$ cat config.mk
export PLATFORM = sky130hd
export DESIGN_NAME = ir_nec_ctrl_flat
export DESIGN_NICKNAME = d
export VERILOG_FILES = /design/src/rtl/ir_pkg.sv /design/src/rtl/ir_nec_ctrl_if.sv /design/src/rtl/ir_pulse_timer.sv /design/src/rtl/ir_nec_ctrl.sv /design/src/flat_wrapper.sv
export SDC_FILE = /design/constraint.sdc
export NUM_CORES = 1
export LEC_CHECK = 0
export CAP_MARGIN = 20
export CORE_ASPECT_RATIO = 1.1
export CORE_MARGIN = 2
export CORE_UTILIZATION = 30
export DETAILED_ROUTE_END_ITERATION = 7
export GPL_TIMING_DRIVEN = 0
export PLACE_DENSITY = 0.45
export SYNTH_ARGS = -nofsm -noshare
export SYNTH_HDL_FRONTEND = slang
export SYNTH_HIERARCHICAL = 1
export SYNTH_SLANG_ARGS = --single-unit
$ cat constraint.sdc
create_clock -name clk -period 4.1 [get_ports clk]
set_input_delay 0.82 -clock clk [delete_from_list [all_inputs] [get_ports clk]]
set_output_delay 0.82 -clock clk [all_outputs]
set_load 0.01 [all_outputs]
$ cat src/rtl/ir_pkg.sv
// Shared types and timing constants for the NEC infrared frame controller.
// Optional build macro used elsewhere: IR_EXT_ADDR_EN (extended 16-bit NEC address).
package ir_pkg;

   typedef enum logic [2:0] {
      IDLE,
      LEAD_LO,
      LEAD_HI,
      BIT_LO,
      BIT_HI,
      STOP,
      REP_LO,
      CHECK
   } ir_state_e;

   // Width counter rate: one tick every 10 us
   localparam int TICK_HZ = 100_000;

   localparam int T_LEAD_LO = 900;
   localparam int T_LEAD_HI = 450;
   localparam int T_REP_HI  = 225;
   localparam int T_BIT_LO  = 56;
   localparam int T_ZERO_HI = 56;
   localparam int T_ONE_HI  = 169;

   typedef struct packed {
      logic [15:0] addr;
      logic [7:0]  cmd;
      logic        rpt;
   } ir_frame_t;

   function automatic int tol_bound(input int nom, input int tol_pct, input bit upper);
      return upper ? (nom * (100 + tol_pct)) / 100 : (nom * (100 - tol_pct)) / 100;
   endfunction

endpackage

$ cat src/rtl/ir_nec_ctrl_if.sv
// Result channel of the NEC controller: decoded address/command with valid/ready.
interface ir_nec_ctrl_if;
   logic        code_valid;
   logic        code_ready;
   logic [15:0] addr;
   logic [7:0]  cmd;
   logic        repeat_flag;

   modport master (output code_valid, addr, cmd, repeat_flag, input code_ready);
   modport slave  (input code_valid, addr, cmd, repeat_flag, output code_ready);
endinterface

$ cat src/rtl/ir_pulse_timer.sv
// Synchronises the raw IR line, flags its edges and reports the width (in 10 us
// ticks) of the level that just ended; the running count saturates at all-ones.
module ir_pulse_timer
   import ir_pkg::*;
#(
   parameter int CLK_HZ  = 50_000_000,
   parameter int WIDTH_W = 10
) (
   input  logic               clk,
   input  logic               rst,
   input  logic               ir_i,
   output logic               rise_o,
   output logic               fall_o,
   output logic [WIDTH_W-1:0] width_o,
   output logic               sat_o
);

   localparam int DIV_RAW = CLK_HZ / TICK_HZ;
   localparam int DIV     = (DIV_RAW < 1) ? 1 : DIV_RAW;
   localparam int PRE_W   = (DIV > 1) ? $clog2(DIV) : 1;
   localparam logic [PRE_W-1:0] PRE_LAST = PRE_W'(DIV - 1);

   logic [2:0]         sync_q;
   logic [PRE_W-1:0]   pre_q;
   logic [WIDTH_W-1:0] cnt_q;
   logic [WIDTH_W-1:0] width_q;
   logic               rise_q;
   logic               fall_q;
   logic               tick;
   logic               edge_det;
   logic               sat;

   assign tick     = (pre_q == PRE_LAST);
   assign edge_det = sync_q[1] ^ sync_q[2];
   assign sat      = &cnt_q;

   // Idle line is high, so the synchroniser resets to 1 to avoid a false edge
   always_ff @(posedge clk or posedge rst) begin
      if (rst) begin
         sync_q  <= 3'b111;
         pre_q   <= '0;
         cnt_q   <= '0;
         width_q <= '0;
         rise_q  <= 1'b0;
         fall_q  <= 1'b0;
      end else begin
         sync_q <= {sync_q[1:0], ir_i};
         pre_q  <= tick ? '0 : pre_q + 1'b1;
         rise_q <= sync_q[1] & ~sync_q[2];
         fall_q <= ~sync_q[1] & sync_q[2];
         if (edge_det) begin
            width_q <= cnt_q;
            cnt_q   <= '0;
         end else if (tick && !sat) begin
            cnt_q <= cnt_q + 1'b1;
         end
      end
   end

   assign rise_o  = rise_q;
   assign fall_o  = fall_q;
   assign width_o = width_q;
   assign sat_o   = sat;

endmodule

$ cat src/rtl/ir_nec_ctrl.sv
// NEC frame controller: leader/bit/repeat sequencing, integrity check and result
// handshake. Define IR_EXT_ADDR_EN to accept extended NEC (16-bit address).
module ir_nec_ctrl
   import ir_pkg::*;
#(
   parameter int CLK_HZ  = 50_000_000,
   parameter int TOL_PCT = 25,
   parameter int WIDTH_W = 10
) (
   input  logic          clk,
   input  logic          rst,
   input  logic          ir_i,
   output logic          err_o,
   ir_nec_ctrl_if.master res
);

   localparam int LEAD_LO_MIN = tol_bound(T_LEAD_LO, TOL_PCT, 1'b0);
   localparam int LEAD_LO_MAX = tol_bound(T_LEAD_LO, TOL_PCT, 1'b1);
   localparam int LEAD_HI_MIN = tol_bound(T_LEAD_HI, TOL_PCT, 1'b0);
   localparam int LEAD_HI_MAX = tol_bound(T_LEAD_HI, TOL_PCT, 1'b1);
   localparam int REP_HI_MIN  = tol_bound(T_REP_HI, TOL_PCT, 1'b0);
   localparam int REP_HI_MAX  = tol_bound(T_REP_HI, TOL_PCT, 1'b1);
   localparam int BIT_LO_MIN  = tol_bound(T_BIT_LO, TOL_PCT, 1'b0);
   localparam int BIT_LO_MAX  = tol_bound(T_BIT_LO, TOL_PCT, 1'b1);
   localparam int ZERO_HI_MIN = tol_bound(T_ZERO_HI, TOL_PCT, 1'b0);
   localparam int ZERO_HI_MAX = tol_bound(T_ZERO_HI, TOL_PCT, 1'b1);
   localparam int ONE_HI_MIN  = tol_bound(T_ONE_HI, TOL_PCT, 1'b0);
   localparam int ONE_HI_MAX  = tol_bound(T_ONE_HI, TOL_PCT, 1'b1);

   logic               rise;
   logic               fall;
   logic               sat;
   logic [WIDTH_W-1:0] width;

   ir_pulse_timer #(
      .CLK_HZ  (CLK_HZ),
      .WIDTH_W (WIDTH_W)
   ) u_timer (
      .clk     (clk),
      .rst     (rst),
      .ir_i    (ir_i),
      .rise_o  (rise),
      .fall_o  (fall),
      .width_o (width),
      .sat_o   (sat)
   );

   function automatic logic in_win(input logic [WIDTH_W-1:0] w, input int lo, input int hi);
      return (int'(w) >= lo) && (int'(w) <= hi);
   endfunction

   logic m_lead_lo, m_lead_hi, m_rep_hi, m_bit_lo, m_zero_hi, m_one_hi;

   assign m_lead_lo = in_win(width, LEAD_LO_MIN, LEAD_LO_MAX);
   assign m_lead_hi = in_win(width, LEAD_HI_MIN, LEAD_HI_MAX);
   assign m_rep_hi  = in_win(width, REP_HI_MIN, REP_HI_MAX);
   assign m_bit_lo  = in_win(width, BIT_LO_MIN, BIT_LO_MAX);
   assign m_zero_hi = in_win(width, ZERO_HI_MIN, ZERO_HI_MAX);
   assign m_one_hi  = in_win(width, ONE_HI_MIN, ONE_HI_MAX);

   ir_state_e   state_q;
   logic [31:0] shift_q;
   logic [4:0]  bitcnt_q;
   logic [15:0] last_addr_q;
   logic [7:0]  last_cmd_q;
   logic        last_vld_q;
   logic        vld_q;
   ir_frame_t   res_q;
   logic        err_q;

   logic        timeout;
   logic        frame_ok;
   ir_frame_t   chk_frame;
   logic        pub_req;
   ir_frame_t   pub_frame;

   assign timeout = sat && (state_q != IDLE);

   // Received word is LSB first: byte0 sits in shift_q[7:0]
   always_comb begin
      chk_frame.cmd = shift_q[23:16];
      chk_frame.rpt = 1'b0;
`ifdef IR_EXT_ADDR_EN
      chk_frame.addr = shift_q[15:0];
      frame_ok       = (shift_q[31:24] == ~shift_q[23:16]);
`else
      chk_frame.addr = {8'h00, shift_q[7:0]};
      frame_ok       = (shift_q[31:24] == ~shift_q[23:16]) &&
                       (shift_q[15:8] == ~shift_q[7:0]);
`endif
   end

   always_comb begin
      pub_req   = 1'b0;
      pub_frame = chk_frame;
      if (!timeout) begin
         if (state_q == CHECK && frame_ok) begin
            pub_req = 1'b1;
         end else if (state_q == REP_LO && rise && m_bit_lo && last_vld_q) begin
            pub_req        = 1'b1;
            pub_frame.addr = last_addr_q;
            pub_frame.cmd  = last_cmd_q;
            pub_frame.rpt  = 1'b1;
         end
      end
   end

   always_ff @(posedge clk or posedge rst) begin
      if (rst) begin
         state_q     <= IDLE;
         shift_q     <= '0;
         bitcnt_q    <= '0;
         last_addr_q <= '0;
         last_cmd_q  <= '0;
         last_vld_q  <= 1'b0;
         vld_q       <= 1'b0;
         res_q       <= '0;
         err_q       <= 1'b0;
      end else begin
         err_q <= 1'b0;
         if (timeout) begin
            state_q <= IDLE;
            err_q   <= 1'b1;
         end else begin
            case (state_q)
               IDLE: if (fall) state_q <= LEAD_LO;
               LEAD_LO: if (rise) begin
                  if (m_lead_lo) state_q <= LEAD_HI;
                  else begin
                     state_q <= IDLE;
                     err_q   <= 1'b1;
                  end
               end
               LEAD_HI: if (fall) begin
                  if (m_lead_hi) begin
                     state_q  <= BIT_LO;
                     bitcnt_q <= '0;
                  end else if (m_rep_hi) begin
                     state_q <= REP_LO;
                  end else begin
                     state_q <= IDLE;
                     err_q   <= 1'b1;
                  end
               end
               BIT_LO: if (rise) begin
                  if (m_bit_lo) state_q <= BIT_HI;
                  else begin
                     state_q <= IDLE;
                     err_q   <= 1'b1;
                  end
               end
               BIT_HI: if (fall) begin
                  if (m_zero_hi || m_one_hi) begin
                     shift_q <= {m_one_hi, shift_q[31:1]};
                     if (bitcnt_q == 5'd31) state_q <= STOP;
                     else begin
                        bitcnt_q <= bitcnt_q + 5'd1;
                        state_q  <= BIT_LO;
                     end
                  end else begin
                     state_q <= IDLE;
                     err_q   <= 1'b1;
                  end
               end
               STOP: if (rise) begin
                  if (m_bit_lo) state_q <= CHECK;
                  else begin
                     state_q <= IDLE;
                     err_q   <= 1'b1;
                  end
               end
               REP_LO: if (rise) begin
                  state_q <= IDLE;
                  if (!m_bit_lo || !last_vld_q) err_q <= 1'b1;
               end
               CHECK: begin
                  state_q <= IDLE;
                  if (frame_ok) begin
                     last_addr_q <= chk_frame.addr;
                     last_cmd_q  <= chk_frame.cmd;
                     last_vld_q  <= 1'b1;
                  end else begin
                     err_q <= 1'b1;
                  end
               end
               default: state_q <= IDLE;
            endcase
         end

         // A result still pending and not taken this cycle blocks the new one
         if (pub_req) begin
            if (!vld_q || res.code_ready) begin
               res_q <= pub_frame;
               vld_q <= 1'b1;
            end else begin
               err_q <= 1'b1;
            end
         end else if (vld_q && res.code_ready) begin
            vld_q <= 1'b0;
         end
      end
   end

   assign res.code_valid  = vld_q;
   assign res.addr        = res_q.addr;
   assign res.cmd         = res_q.cmd;
   assign res.repeat_flag = res_q.rpt;
   assign err_o           = err_q;

endmodule

$ cat src/flat_wrapper.sv
// flat-port wrapper written by rule: the top's interface ports become plain ports
module ir_nec_ctrl_flat import ir_pkg::*;
#(
   parameter int CLK_HZ  = 50_000_000,
   parameter int TOL_PCT = 25,
   parameter int WIDTH_W = 10
)
  (clk, rst, ir_i, err_o, res_code_valid, res_addr, res_cmd, res_repeat_flag, res_code_ready);
  ir_nec_ctrl_if res_i ();
  input  logic clk;
  input  logic rst;
  input  logic ir_i;
  output logic err_o;
  output wire logic [$bits(res_i.code_valid)-1:0] res_code_valid;
  output wire logic [$bits(res_i.addr)-1:0] res_addr;
  output wire logic [$bits(res_i.cmd)-1:0] res_cmd;
  output wire logic [$bits(res_i.repeat_flag)-1:0] res_repeat_flag;
  input wire logic [$bits(res_i.code_ready)-1:0] res_code_ready;
  assign res_code_valid = res_i.code_valid;
  assign res_addr = res_i.addr;
  assign res_cmd = res_i.cmd;
  assign res_repeat_flag = res_i.repeat_flag;
  assign res_i.code_ready = res_code_ready;
  ir_nec_ctrl #(.CLK_HZ(CLK_HZ), .TOL_PCT(TOL_PCT), .WIDTH_W(WIDTH_W)) u_core (.clk(clk), .rst(rst), .ir_i(ir_i), .err_o(err_o), .res(res_i));
endmodule
* Yosys cells after proc, flatten, opt, wreduce, memory -nomap -nowiden
Cells that the tools add are included.
** Operators by class
- $add $sub $neg :: 3
- Order comparisons :: 9
- Equality and inequality tests :: 24
- Mux-type cells :: 50
- Bitwise operators :: 8
- Reductions and logical operators :: 32
** Operators with widths (number)
- 25-bit two-way mux :: 2
- 3-bit two-way mux :: 14
- 5-bit two-way mux :: 5
- 3-bit case mux with 8 select lines :: 1
- 1-bit two-way mux :: 21
- 3-bit by 2-bit inequality test with 1-bit output (second input constant) :: 7
- 10-bit two-way mux :: 2
- 17-bit two-way mux :: 1
- 8-bit == test :: 2
- 8-bit inverter :: 2
- 7-bit AND reduction :: 2
- 3-bit == test (second input constant) :: 4
- 1-bit logical AND :: 12
- 10-bit by 1-bit adder with 10-bit output (second input constant) :: 1
- 10-bit greater-or-equal comparator (second input constant) :: 1
- 10-bit by 6-bit greater-or-equal comparator with 1-bit output (second input constant) :: 1
- 10-bit by 7-bit greater-or-equal comparator with 1-bit output (second input constant) :: 1
- 10-bit by 8-bit greater-or-equal comparator with 1-bit output (second input constant) :: 1
- 10-bit by 9-bit greater-or-equal comparator with 1-bit output (second input constant) :: 1
- 10-bit less-or-equal comparator (second input constant) :: 1
- 10-bit by 7-bit less-or-equal comparator with 1-bit output (second input constant) :: 1
- 10-bit by 8-bit less-or-equal comparator with 1-bit output (second input constant) :: 1
- 10-bit by 9-bit less-or-equal comparator with 1-bit output (second input constant) :: 1
- 5-bit case mux with 2 select lines :: 1
- other kinds (24) :: 40
** Word-level totals
- Register bits after elaboration :: 118
- Bits of input ports :: 4
- Output and inout bits :: 27
- Word-level logic and storage cells :: 143

* Logic depth before layout (Yosys ltp)
Gate-level depths: netlist of the first run.
- Depth after elaboration :: 10
- Mapped depth :: 10
- Mapped depth without buffers :: 8

* Hierarchy
The synthesis of the first run kept the hierarchy.
** By module, submodules not included
- ir_nec_ctrl :: instances 1, cells each 338, area each 4025.1 um^2, seq. area each 1901.8 um^2
- ir_pulse_timer :: instances 1, cells each 133, area each 1552.7 um^2, seq. area each 854.6 um^2

* Least setup slack after synthesis of the first run
No wires, ideal clock.
- Kind :: reg2reg
- Start :: register u_core.u_timer.cnt_q[0]
- End :: register u_core.res_q, in the netlist u_core/res.addr[0]
- Library setup time :: 125 ps
- Data arrival time :: 2292 ps
- Data required time :: 3975 ps
- Path slack :: 1683 ps
- Stages on the path, launching flop included :: 11
- Path buffers :: 2
- Clock period less this slack :: 2417 ps
- Cells stage by stage :: dfrtp_1 -> ha_1 -> nand3_2 -> nor4_4 -> buf_4 -> nor2_1 -> nand2_1 -> nor4_1 -> o21ai_4 -> buf_6 -> mux2_4
** Between the ends
- Longest elaborated chain between the ends :: 4
- Elaborated cells between the ends (all ways) :: 5
- Those cells by class :: 2 x mux; 3 x reduce/logical
** RTL lines
- from (decl) :: line ir_pulse_timer.sv:25 : logic [WIDTH_W-1:0] cnt_q;
- from (signal assigned) :: line ir_pulse_timer.sv:55 : cnt_q <= cnt_q + 1'b1;
- 10-bit AND reduction (*) :: line ir_pulse_timer.sv:35 : assign sat = &cnt_q;
- net u_core.sat :: line ir_nec_ctrl.sv:32 : logic sat;
- 1-bit logical AND (*) :: line ir_nec_ctrl.sv:77 : assign timeout = sat && (state_q != IDLE);
- 1-bit two-way mux :: line ir_nec_ctrl.sv:96 : if (!timeout) begin
- 2-bit AND reduction (no line)
- to (signal assigned) :: line ir_nec_ctrl.sv:193 : res_q <= pub_frame;
- to (decl) :: line ir_nec_ctrl.sv:68 : ir_frame_t res_q;
The timed path passes the listed nets; every way through them passes the cells marked *.
A chain may end at the register's enable or synchronous reset.

* Final worst setup path of the first run
- Start :: register u_core.u_timer.cnt_q[0]
- End :: register u_core.res_q, in the netlist u_core/res.cmd[0]
The elaborated chain is that of the path after synthesis.

==> summary.md, run 1 <==
| Metric | Value |
|---|---|
| Run status | completed |
| Cts hold-fix bufs | 0 |
| Fin crit period | roughly 2.9 ns |
| Final setup vio count | 0 |
| Share of layout cells above drive strength 1 | 28.3% |
| Gr usage total | between 10% and 20% |
| Max-cap viol count | 0 |
| Part of the power in registers | 50.7% |
| R2R depth | 10 |
| Final design utilization | between 30% and 40% |
| PD cells | between 300 and 400 nW/um^2 |
| RSZ-0062 raised after global routing | false |
| Sequential fraction of the synthesis area | between 40% and 50% |
| Clk_lat worst skew | about 0.36 ns |
| # IOs | 31 |
| Average size of a mapped cell | between 10 and 15 sq um |
| Multi-input combinational cell area | 2630 sq um |
| Reg2reg setup slack | 1.22 ns |
| R2R Path Start | u_core/u_timer/cnt_q[0] |
| Switching Fraction | between 20 and 25% |
| Final setup TNS | 0 ns |
| Critical path peak fanout | 16 |
| Clk_skew | 0.0102 ns |
| CP Capture Type | register |
| Top FF cell, synth | dfrtp_1 |
| Post-route cell area | roughly 6500 sq um |
| DRC | 0 |
| Post-synthesis async set-or-reset flop share | between 90% and 100% |
| CTS tree | built |
| Ant diodes | 0 |
| Clock buffer depth | 2 |
| CTS sink cnt | 110 |
| Combinational power share | 7.6% |
| Startpoint class of the critical path | register |
| DR vias/cell | 4.91 |
| Synth area leader | dfrtp_1 |
| Worst Max-Slew Pin Slew | between 0.6 and 0.7 ns |
| Post-CTS setup buffer count | 0 |
| Initial Util | around 30% |
| Root Driver | clkbuf_16 |
| Routed Antenna Nets | 0 |
| Tcrit/Tclk final | 70.3% |
| Pins Over Slew Limit | 0 |
| Normalized max-slew margin | about 55% |
| Worst hold path class | reg2reg |
| Sw power | approximately 520 uW |
| First-pass GRT wire length | roughly 20000 um |
| Die height | approximately 150 um |
| Synth Register Bits | 110 |
| Sequential Area | around 2800 sq um |
| Min-Delay Startpoint | u_core/u_timer/sync_q[0] |
| Number of detailed-route iterations in the first pass | 4 |
| I/O Buffers | 22 |
| Filler cells | around 1.8k |
| Mapped Area | roughly 5600 sq um |
| Clock transition at path regs | 0.08 ns |
| Final wirelength | 11700 um |
| Overflow after GRT | 0 |
| Crit path kind | reg2reg |
| Detail Placement HPWL | slightly above 8000 um |
| Die area | slightly below 20000 sq um |
| Arrival time at the worst endpoint | 3.12 ns |
| DR WL/cell | roughly 15 um |
| Top cells by area, synth | dfrtp_1 (48%), mux2_2 (16%), mux2_4 (2.7%) |
| Warnings from Yosys | 6 |
| Pwr Total | approximately 2.2 mW |
| Distinct cells, synth | 65 |
| Leakage power | 2.97 nW |
| DR iter-0 viols | around 160 |
| Initial antenna violation count | 0 |
| Crit path required time | ~4.3 ns |
| Crit path capture | u_core/res.cmd[0] |
| CTS buffer count | 9 |
| Vias in the first global route | between 3k and 4k |
| Synth top area share | between 40 and 50% |
| Layout net count | approximately 520 |
| Clock share of power | about two fifths |
| Fmax | roughly 350 MHz |
| Max VDD drop | between 0.0002 and 0.00025 V |
| Core Box Area | about 18000 sq um |
| Cell-internal power | 1.65 mW |
| Placer's final routability congestion estimate | ~0.8 |
| Gate Count Post-Synth | 471 |
| Area growth, synth to finish | 16.4% |
| Rows | 52 |
| Vias | approximately 3.7k |
| Post_cts resized | 0 |
| # H-tree levels | 3 |
| Worst R2R End | u_core/res.cmd[0] |
| Final hold violations | 0 |
| Dpl cell area | 6190 sq um |
| Number of flops mapped to enable cells by yosys | 0 |
| Largest net degree at the start of global routing | 60 |
| CP Launch Point | u_core/u_timer/cnt_q[0] |
| Die width | roughly 130 um |
## power groups by stage
stage / registers (mW) / clock network, mW / logic, mW
after floorplan: 1.12 / 0 / 0.120
final: 1.10 / 0.904 / 0.165
after global routing: 1.10 / 0.983 / 0.184
after CTS: 1.10 / 0.947 / 0.166
after detailed placement: 1.12 / 0 / 0.165
after global placement: 1.12 / 0 / 0.159
## cell usage in the layout (no fill, tap or decap), types with 10 or more instances in the layout
| cell type | netlist | final |
|---|---|---|
| a21oi_1 | 15 | 15 |
| buf_4 | 12 | 12 |
| clkbuf_1 | 8 | 10 |
| clkdlybuf4s50_1 | 0 | 22 |
| dfrtp_1 | 107 | 107 |
| mux2_2 | 80 | 80 |
| mux2_4 | 10 | 10 |
| nand2_1 | 30 | 30 |
| nand2b_1 | 10 | 10 |
| nand3_1 | 11 | 11 |
| nor2_1 | 18 | 18 |
| o21ai_0 | 22 | 22 |
| xnor2_1 | 11 | 11 |
| xor2_1 | 11 | 11 |
## final cells by class
class	count	share of cell area, %
flip-flops and latches	110	42.5
inverters	10	0.617
clock buffers	12	3.80
well taps	243	4.68
clock inverters	4	0.829
plain buffers	29	2.83
repair buffers	25	4.32
multi-input cells	329	40.5
## worst min-delay path by stage
stage | end | slack [ns] | depth (start not counted)
after floorplan | u_core/u_timer/sync_q[1] | 0.35 | 0
after global placement | u_core/u_timer/sync_q[1] | 0.36 | 0
after detailed placement | u_core/u_timer/sync_q[1] | 0.36 | 0
after CTS | u_core/u_timer/sync_q[1] | 0.37 | 0
after global routing | u_core/u_timer/sync_q[1] | 0.38 | 0
final | u_core/u_timer/sync_q[1] | 0.37 | 0
## routing by layer
| layer | share of wire, % | routed length [um] | track usage [%] | vias up |
|---|---|---|---|---|
| met5 | 0 | 0 | 0 | - |
| met4 | 2.1 | 248 | 5.00 | 0 |
| met3 | 2.7 | 313 | 2.83 | 15 |
| met2 | 49 | 5730 | 20.8 | 48 |
| met1 | 46 | 5360 | 16.2 | 1889 |
| li1 | - | - | - | 1789 |
## registers in the layout (all words and copies together) (netlist names), 3 cells and up
signal,cells
u_core/last_cmd_q,8
u_core/state_q,3
u_core/bitcnt_q,5
u_core/u_timer/width_o,10
u_core/u_timer/cnt_q,10
u_core/res.addr,8
u_core/res.cmd,8
u_core/last_addr_q,8
u_core/u_timer/pre_q,9
u_core/shift_q,32
u_core/u_timer/sync_q,3
## Yosys cell counts (6+ instances only)
cell	number
xnor2_1	11
clkbuf_1	8
inv_1	10
buf_4	12
mux2_2	80
a21oi_1	15
xor2_1	11
nand3_1	11
o21ai_0	22
nor4_1	7
nand2_1	30
mux2_4	10
nor2_1	18
nand2b_1	10
ha_1	6
o31ai_1	6
dfrtp_1	107
## kinds of logic after synthesis
| group | after synthesis | share of synthesized area, % |
|---|---|---|
| buffers and inverters | 39 | 3.97 |
| muxes | 94 | 19.6 |
| DFF | 110 | 49.4 |
| adders and majority gates | 6 | 1.35 |
| AOI/OAI and AO/OA | 75 | 9.31 |
| xor gates and xnor gates | 22 | 3.45 |
| other | 1 | 0.0672 |
| and+or+nand+nor | 124 | 12.9 |
## critical path, cell delays in order (launching register included)
cell	delay, ns
dfrtp_1	0.45
ha_1	0.27
nand3_2	0.14
nor4_4	0.07
buf_4	0.20
nor2_1	0.17
nand2_1	0.09
nor4_1	0.63
o21ai_4	0.22
buf_6	0.22
mux2_4	0.30
## metrics by stage
step                      hold slack [ns]  setup slack [ns]  instances
after detailed placement            0.356              1.20        745
after floorplan                     0.345              1.34        478
after global placement              0.355           -0.0742        743
after CTS                           0.367              1.18        761
final                               0.370              1.22        762
after global routing                0.375             0.961        762
Power figures use the tool's default switching activity.
==> run 2: changes to the inputs <==
--- a/config.mk
+++ b/config.mk
@@ -11,7 +11,7 @@
 export CORE_UTILIZATION = 30
 export DETAILED_ROUTE_END_ITERATION = 7
 export GPL_TIMING_DRIVEN = 0
-export PLACE_DENSITY = 0.45
+export PLACE_DENSITY = 0.46
 export SYNTH_ARGS = -nofsm -noshare
 export SYNTH_HDL_FRONTEND = slang
 export SYNTH_HIERARCHICAL = 1
==> constraint.sdc (replaced) <==
create_clock -name clk -period 2.5 [get_ports clk]
set_input_delay 0.5 -clock clk [delete_from_list [all_inputs] [get_ports clk]]
set_output_delay 0.5 -clock clk [all_outputs]
set_load 0.01 [all_outputs]
==> run 2 against run 1 <==
Compared with the run above:
- worst setup slack got worse by 1.1 ns
- utilization rose by 1.4 points
- register-to-register slack got worse by 1.1 ns
- power rose by 57%
- cell area rose by 3.9%
==> summary.md, run 2 (synthesized netlist as in run 1, its figures left out) <==
| Metric | Value |
|---|---|
| Run status | completed (unchanged) |
| Ant diodes | 0 (unchanged) |
| Vias | 3810 (was 3741) |
| Die height | 147 um (unchanged) |
| I/O Buffers | 22 (unchanged) |
| DR vias/cell | 4.89 (was 4.91) |
| Max VDD drop | 0.000350 V (was 0.000222 V) |
| Rows | 52 (unchanged) |
| Crit path kind | reg2reg (unchanged) |
| Pwr Total | 3.41 mW (was 2.17 mW) |
| Final hold violations | 0 (unchanged) |
| Initial Util | 30.5% (unchanged) |
| RSZ-0062 raised after global routing | false (unchanged) |
| Layout net count | 541 (was 524) |
| Final setup TNS | 0 ns (unchanged) |
| Leakage power | 3.11 nW (was 2.97 nW) |
| Placer's final routability congestion estimate | 0.857 (was 0.800) |
| CTS sink cnt | 110 (unchanged) |
| Clk_lat worst skew | 0.35 ns (was 0.36 ns) |
| Pins Over Slew Limit | 0 (unchanged) |
| Biggest register | u_core/shift_q (unchanged) |
| Worst R2R End | u_core/res.addr[2] (was u_core/res.cmd[0]) |
| Vias in the first global route | 3910 (was 3829) |
| Most frequent cells in the layout | dfrtp_1 (98), mux2_2 (80), nand2_1 (30) (was dfrtp_1 (107), mux2_2 (80), nand2_1 (30)) |
| Clock buffer depth | 2 (unchanged) |
| Area growth, synth to finish | 20.9% (was 16.4%) |
| Normalized max-slew margin | 50.2% (was 54.7%) |
| R2R Path Start | u_core/u_timer/cnt_q[6] (was u_core/u_timer/cnt_q[0]) |
| Max-cap viol count | 0 (unchanged) |
| Crit path capture | u_core/res.addr[2] (was u_core/res.cmd[0]) |
| Cts hold-fix bufs | 0 (unchanged) |
| Worst hold path class | reg2reg (unchanged) |
| Clk_skew | 0.00850 ns (was 0.0102 ns) |
| Fin crit period | 2.42 ns (was 2.88 ns) |
| Fmax | 413 MHz (was 347 MHz) |
| Final wirelength | 12100 um (was 11700 um) |
| CP Launch Point | u_core/u_timer/cnt_q[6] (was u_core/u_timer/cnt_q[0]) |
| Gr usage total | 13.1% (was 12.7%) |
| CTS buffer count | 9 (unchanged) |
| Overflow after GRT | 0 (unchanged) |
| Die area | 19700 sq um (unchanged) |
| First-pass GRT wire length | 20500 um (was 19900 um) |
| Filler cells | 1785 (was 1810) |
| DR iter-0 viols | 179 (was 159) |
| Dpl cell area | 6190 sq um (unchanged) |
| Tcrit/Tclk final | 96.8% (was 70.3%) |
| Final setup vio count | 0 (unchanged) |
| Most common cell after layout, fill and taps aside | dfrtp_1 (unchanged) |
| Number of detailed-route iterations in the first pass | 4 (unchanged) |
| Arrival time at the worst endpoint | 2.66 ns (was 3.12 ns) |
| Final setup margin | 0.0807 ns (was 1.22 ns) |
| Initial antenna violation count | 0 (unchanged) |
| # IOs | 31 (unchanged) |
| Critical path peak fanout | 6 (was 16) |
| PD cells | 505 nW/um^2 (was 334 nW/um^2) |
| Routed Antenna Nets | 0 (unchanged) |
| Dpl ws | -0.426 ns (was 1.20 ns) |
| DRC | 0 (unchanged) |
| Worst Max-Slew Pin Slew | 0.736 ns (was 0.673 ns) |
| Core Box Area | 18300 sq um (unchanged) |
| Largest net degree at the start of global routing | 69 (was 60) |
| Min Hold Slack | 0.359 ns (was 0.370 ns) |
| CTS tree | built (unchanged) |
| R2R depth | 9 (was 10) |
| Reg2reg setup slack | 0.08 ns (was 1.22 ns) |
| Die width | 134 um (unchanged) |
| # H-tree levels | 3 (unchanged) |
| Startpoint class of the critical path | register (unchanged) |
| Clock transition at path regs | 0.07 ns (was 0.08 ns) |
| Share of layout cells above drive strength 1 | 34.3% (was 28.3%) |
| DR WL/cell | 15.6 um (was 15.3 um) |
| Detail Placement HPWL | 8290 um (was 8200 um) |
| CP Capture Type | register (unchanged) |
| Root Driver | clkbuf_16 (unchanged) |
| Post-route cell area | 6740 sq um (was 6490 sq um) |
| Max FFs per register | 32 (unchanged) |
| Crit path required time | 2.74 ns (was 4.34 ns) |
## run 2: metal layers
metal / part of all wire (%) / vias up / GRT usage [%]
met5: 0 / - / 0
met4: 1.3 / 0 / 4.21
met3: 3.6 / 12 / 3.17
met2: 51 / 68 / 22.3
met1: 45 / 1910 / 16.4
li1: - / 1820 / -
## run 2: timing repair
item,CTS,global route
pin swaps,6,4
setup buffers,18,4
endpoints found under the setup margin,58,57
resized for setup,22,15
cloned,2,0
## run 2: how the worst min path moves through the flow
stage                        startpoint                  endpoint  slack (ns)  cells past startpoint
2_1_floorplan  u_core/u_timer/sync_q[0]  u_core/u_timer/sync_q[1]        0.35                      0
3_3_place_gp   u_core/u_timer/sync_q[0]  u_core/u_timer/sync_q[1]        0.35                      0
3_5_place_dp   u_core/u_timer/sync_q[0]  u_core/u_timer/sync_q[1]        0.35                      0
4_1_cts        u_core/u_timer/sync_q[0]  u_core/u_timer/sync_q[1]        0.36                      0
5_1_grt        u_core/u_timer/sync_q[0]  u_core/u_timer/sync_q[1]        0.37                      0
6_report       u_core/u_timer/sync_q[0]  u_core/u_timer/sync_q[1]        0.36                      0
## run 2: power by group
| part | internal (mW) | switching (mW) | total, mW |
|---|---|---|---|
| combinational | 0.0933 | 0.182 | 0.275 |
| sequential | 1.80 | 0.00942 | 1.80 |
| clock | 0.683 | 0.644 | 1.33 |
| total | 2.57 | 0.834 | 3.41 |
## run 2: per-stage QoR
step | util (%) | cells
6_report | 36.9 | 779
5_1_grt | 36.9 | 779
4_1_cts | 36.6 | 778
3_5_place_dp | 33.8 | 745
3_3_place_gp | 33.5 | 743
2_1_floorplan | - | 478
## run 2: area by class of cell
class	count	area, sq um	share of cell area (%)
Timing Repair Buffer	47	477	7.07
Buffer	24	190	2.82
Clock inverter	3	22.5	0.334
Tap cell	243	304	4.51
Inverter	10	40.0	0.594
Clock buffer	13	240	3.56
Multi-Input combinational cell	329	2700	40.1
Sequential cell	110	2770	41.0
## run 2: worst max-delay path, cell delays in order, from the launching register on
cell	delay, ns
dfrtp_1	0.43
nand3_2	0.14
nor4_4	0.33
buf_6	0.17
nor2_1	0.06
and4_4	0.21
buf_8	0.14
o21ai_4	0.23
bufbuf_16	0.31
mux2_4	0.29
==> run 3: changes to the inputs <==
--- a/config.mk
+++ b/config.mk
@@ -16,3 +16,4 @@
 export SYNTH_HDL_FRONTEND = slang
 export SYNTH_HIERARCHICAL = 1
 export SYNTH_SLANG_ARGS = --single-unit
+export TNS_END_PERCENT = 50
==> run 3 against run 2 <==
Compared with the run above:
- hold slack is essentially flat
- worst setup slack lost 0.036 ns
- utilization shrank 0.096 points
- fmax shrank 1.4%
==> summary.md, run 3 (synthesized netlist as in run 1, its figures left out) <==
| Metric | Value |
|---|---|
| CTS tree | built (unchanged) |
| Combinational power share | 8.1% (about the same) |
| CP Launch Point | u_core/u_timer/width_o[2] (was u_core/u_timer/cnt_q[6]) |
| Part of the power in registers | 53.0% (about the same) |
| Placed insts | 745 (unchanged) |
| Crit path capture | u_core/res.addr[7] (was u_core/res.addr[2]) |
| Gr usage total | 13.1% (unchanged) |
| Rows | 52 (unchanged) |
| Vias in the first global route | 3910 (unchanged) |
| Biggest register | u_core/shift_q (unchanged) |
| Clock transition at path regs | 0.07 ns (about the same) |
| Bufs and invs on worst path | 4 (was 3) |
| Clk_skew | 0.00911 ns (was 0.00850 ns) |
| DR WL/cell | 15.6 um (about the same) |
| Crit path top cell by count | buf_4 |
| Ant diodes | 0 (unchanged) |
| Worst Max-Slew Pin Slew | 0.738 ns (was 0.736 ns) |
| # H-tree levels | 3 (unchanged) |
| RSZ-0062 raised after global routing | true (was false) |
| Area growth, synth to finish | 20.6% (was 20.9%) |
| Reg2reg setup slack | 0.05 ns (was 0.08 ns) |
| Max stage delay on crit path | 0.48 ns (was 0.43 ns) |
| DR vias/cell | 4.88 (was 4.89) |
| CTS sink cnt | 110 (unchanged) |
| Core Box Area | 18300 sq um (unchanged) |
| Startpoint class of the critical path | register (unchanged) |
| Crit path required time | 2.73 ns (was 2.74 ns) |
| PD cells | 506 nW/um^2 (was 505 nW/um^2) |
| Initial antenna violation count | 0 (unchanged) |
| Overflow after GRT | 0 (unchanged) |
| Vias | 3795 (was 3810) |
| Run status | completed (unchanged) |
| Switching Fraction | 24.5% (about the same) |
| Fin crit period | 2.45 ns (was 2.42 ns) |
| Sw power | 832 uW (was 834 uW) |
| Slowest CP cell | dfrtp_2 (was dfrtp_1) |
| Root Driver | clkbuf_16 (unchanged) |
| R2R depth | 10 (was 9) |
| Cell-internal power | 2.57 mW (about the same) |
| DRC | 0 (unchanged) |
| Max-cap viol count | 0 (unchanged) |
| Largest net degree at the start of global routing | 69 (unchanged) |
| Final setup vio count | 0 (unchanged) |
| Crit path depth | 10 (was 9) |
| Clock buffer depth | 2 (unchanged) |
| # IOs | 31 (unchanged) |
| Max FFs per register | 32 (unchanged) |
| Tcrit/Tclk final | 98.2% (was 96.8%) |
| R2R Path Start | u_core/u_timer/width_o[2] (was u_core/u_timer/cnt_q[6]) |
| DR iter-0 viols | 180 (was 179) |
| Initial Util | 30.5% (unchanged) |
| Final hold violations | 0 (unchanged) |
| Post-route cell area | 6730 sq um (was 6740 sq um) |
| Worst R2R End | u_core/res.addr[7] (was u_core/res.addr[2]) |
| Final wirelength | 12100 um (about the same) |
| Clock share of power | 38.9% (about the same) |
| First-pass GRT wire length | 20500 um (about the same) |
| Max VDD drop | 0.000348 V (was 0.000350 V) |
| CP Capture Type | register (unchanged) |
| Critical path's top delay family | compound AO/OA/AOI/OAI gates (was simple AND/OR/NAND/NOR gates) |
| I/O Buffers | 22 (unchanged) |
| Cell Chain, Critical Path | o21a_1 > o2111ai_2 > o41ai_4 > buf_4 > and4_4 > buf_8 > o21ai_4 > buf_4 > buf_4 > mux2_2 (was nand3_2 > nor4_4 > buf_6 > nor2_1 > and4_4 > buf_8 > o21ai_4 > bufbuf_16 > mux2_4) |
| Arrival time at the worst endpoint | 2.69 ns (was 2.66 ns) |
| Layout net count | 539 (was 541) |
| Die width | 134 um (unchanged) |
| Most frequent cells in the layout | dfrtp_1 (100), mux2_2 (80), nand2_1 (30) (was dfrtp_1 (98), mux2_2 (80), nand2_1 (30)) |
| Critical path peak fanout | 9 (was 6) |
| Fmax | 407 MHz (was 413 MHz) |
| Most common cell after layout, fill and taps aside | dfrtp_1 (unchanged) |
| Routed Antenna Nets | 0 (unchanged) |
| Die height | 147 um (unchanged) |
| Clk_lat worst skew | 0.35 ns (about the same) |
| Detail Placement HPWL | 8290 um (unchanged) |
| Die area | 19700 sq um (unchanged) |
| Share of layout cells above drive strength 1 | 33.9% (was 34.3%) |
| Crit path kind | reg2reg (unchanged) |
| Normalized max-slew margin | 50.0% (was 50.2%) |
| Leakage power | 3.11 nW (about the same) |
| Dpl cell area | 6190 sq um (unchanged) |
| Pins Over Slew Limit | 0 (unchanged) |
| Worst hold path class | reg2reg (unchanged) |
| CTS buffer count | 9 (unchanged) |
| Fin cells | 777 (was 779) |
| Number of detailed-route iterations in the first pass | 4 (unchanged) |
| Placer's final routability congestion estimate | 0.857 (unchanged) |
[run 3: cell type report]
class	instances	area [sq um]
Clock inverter	3	22.5
Sequential cell	110	2770
Fill cell	1791	11600
Inverter	10	40.0
Timing Repair Buffer	43	443
Clock buffer	13	240
Tap cell	243	304
Multi-Input combinational cell	329	2700
Buffer	26	215
[run 3: how the worst min path moves through the flow]
stage                             startpoint                       end  slack [ns]  depth (start not counted)
CTS                 u_core/u_timer/sync_q[0]  u_core/u_timer/sync_q[1]        0.36                          0
global placement    u_core/u_timer/sync_q[0]  u_core/u_timer/sync_q[1]        0.35                          0
floorplan           u_core/u_timer/sync_q[0]  u_core/u_timer/sync_q[1]        0.35                          0
global route        u_core/u_timer/sync_q[0]  u_core/u_timer/sync_q[1]        0.37                          0
detailed placement  u_core/u_timer/sync_q[0]  u_core/u_timer/sync_q[1]        0.35                          0
finish              u_core/u_timer/sync_q[0]  u_core/u_timer/sync_q[1]        0.36                          0
[run 3: timing repair]
| action | CTS | global route |
|---|---|---|
| pin swaps | 6 | 2 |
| setup endpoints to repair | 58 | 57 |
| hold endpoints to repair | 0 | 0 |
| gates resized for setup | 23 | 15 |
| gates cloned | 2 | 0 |
| hold buffers | 0 | 0 |
| buffers inserted | 17 | 0 |
[run 3: routing by layer]
metal	routed length, um	part of all wire (%)	GRT usage [%]	up-vias
met4	182	1.5	4.21	0
li1	-	-	-	1816
met3	432	3.6	3.17	14
met5	0	0	0	-
met1	5410	45	16.4	1893
met2	6080	50	22.3	72
[run 3: power groups by stage]
stage	Sequential, mW	Clock [mW]	Combinational, mW
2_1_floorplan	1.84	0	0.197
3_3_place_gp	1.84	0	0.263
3_5_place_dp	1.84	0	0.275
4_1_cts	1.80	1.38	0.275
5_1_grt	1.81	1.45	0.306
6_report	1.80	1.32	0.275
[run 3: stage by stage]
step | utilization (%) | hold slack (ns) | power [mW] | worst slack [ns] | setup TNS, ns
finish | 36.8 | 0.359 | 3.40 | 0.0452 | 0
floorplan | - | 0.345 | 2.03 | 0.0617 | 0
global route | 36.8 | 0.365 | 3.57 | -0.0432 | -0.236
global placement | 33.5 | 0.347 | 2.10 | -1.34 | -110.95
CTS | 36.5 | 0.359 | 3.46 | 0.00356 | 0
detailed placement | 33.8 | 0.348 | 2.11 | -0.426 | -10.03
[run 3: worst register-to-register path, delay by kind of cell, from the launching register on]
family | cells | cell delay (ns)
buffers and inverters | 4 | 0.58
AND/OR/NAND/NOR | 1 | 0.18
flip-flops | 1 | 0.48
AO/OA/AOI/OAI | 4 | 0.76
multiplexers | 1 | 0.33
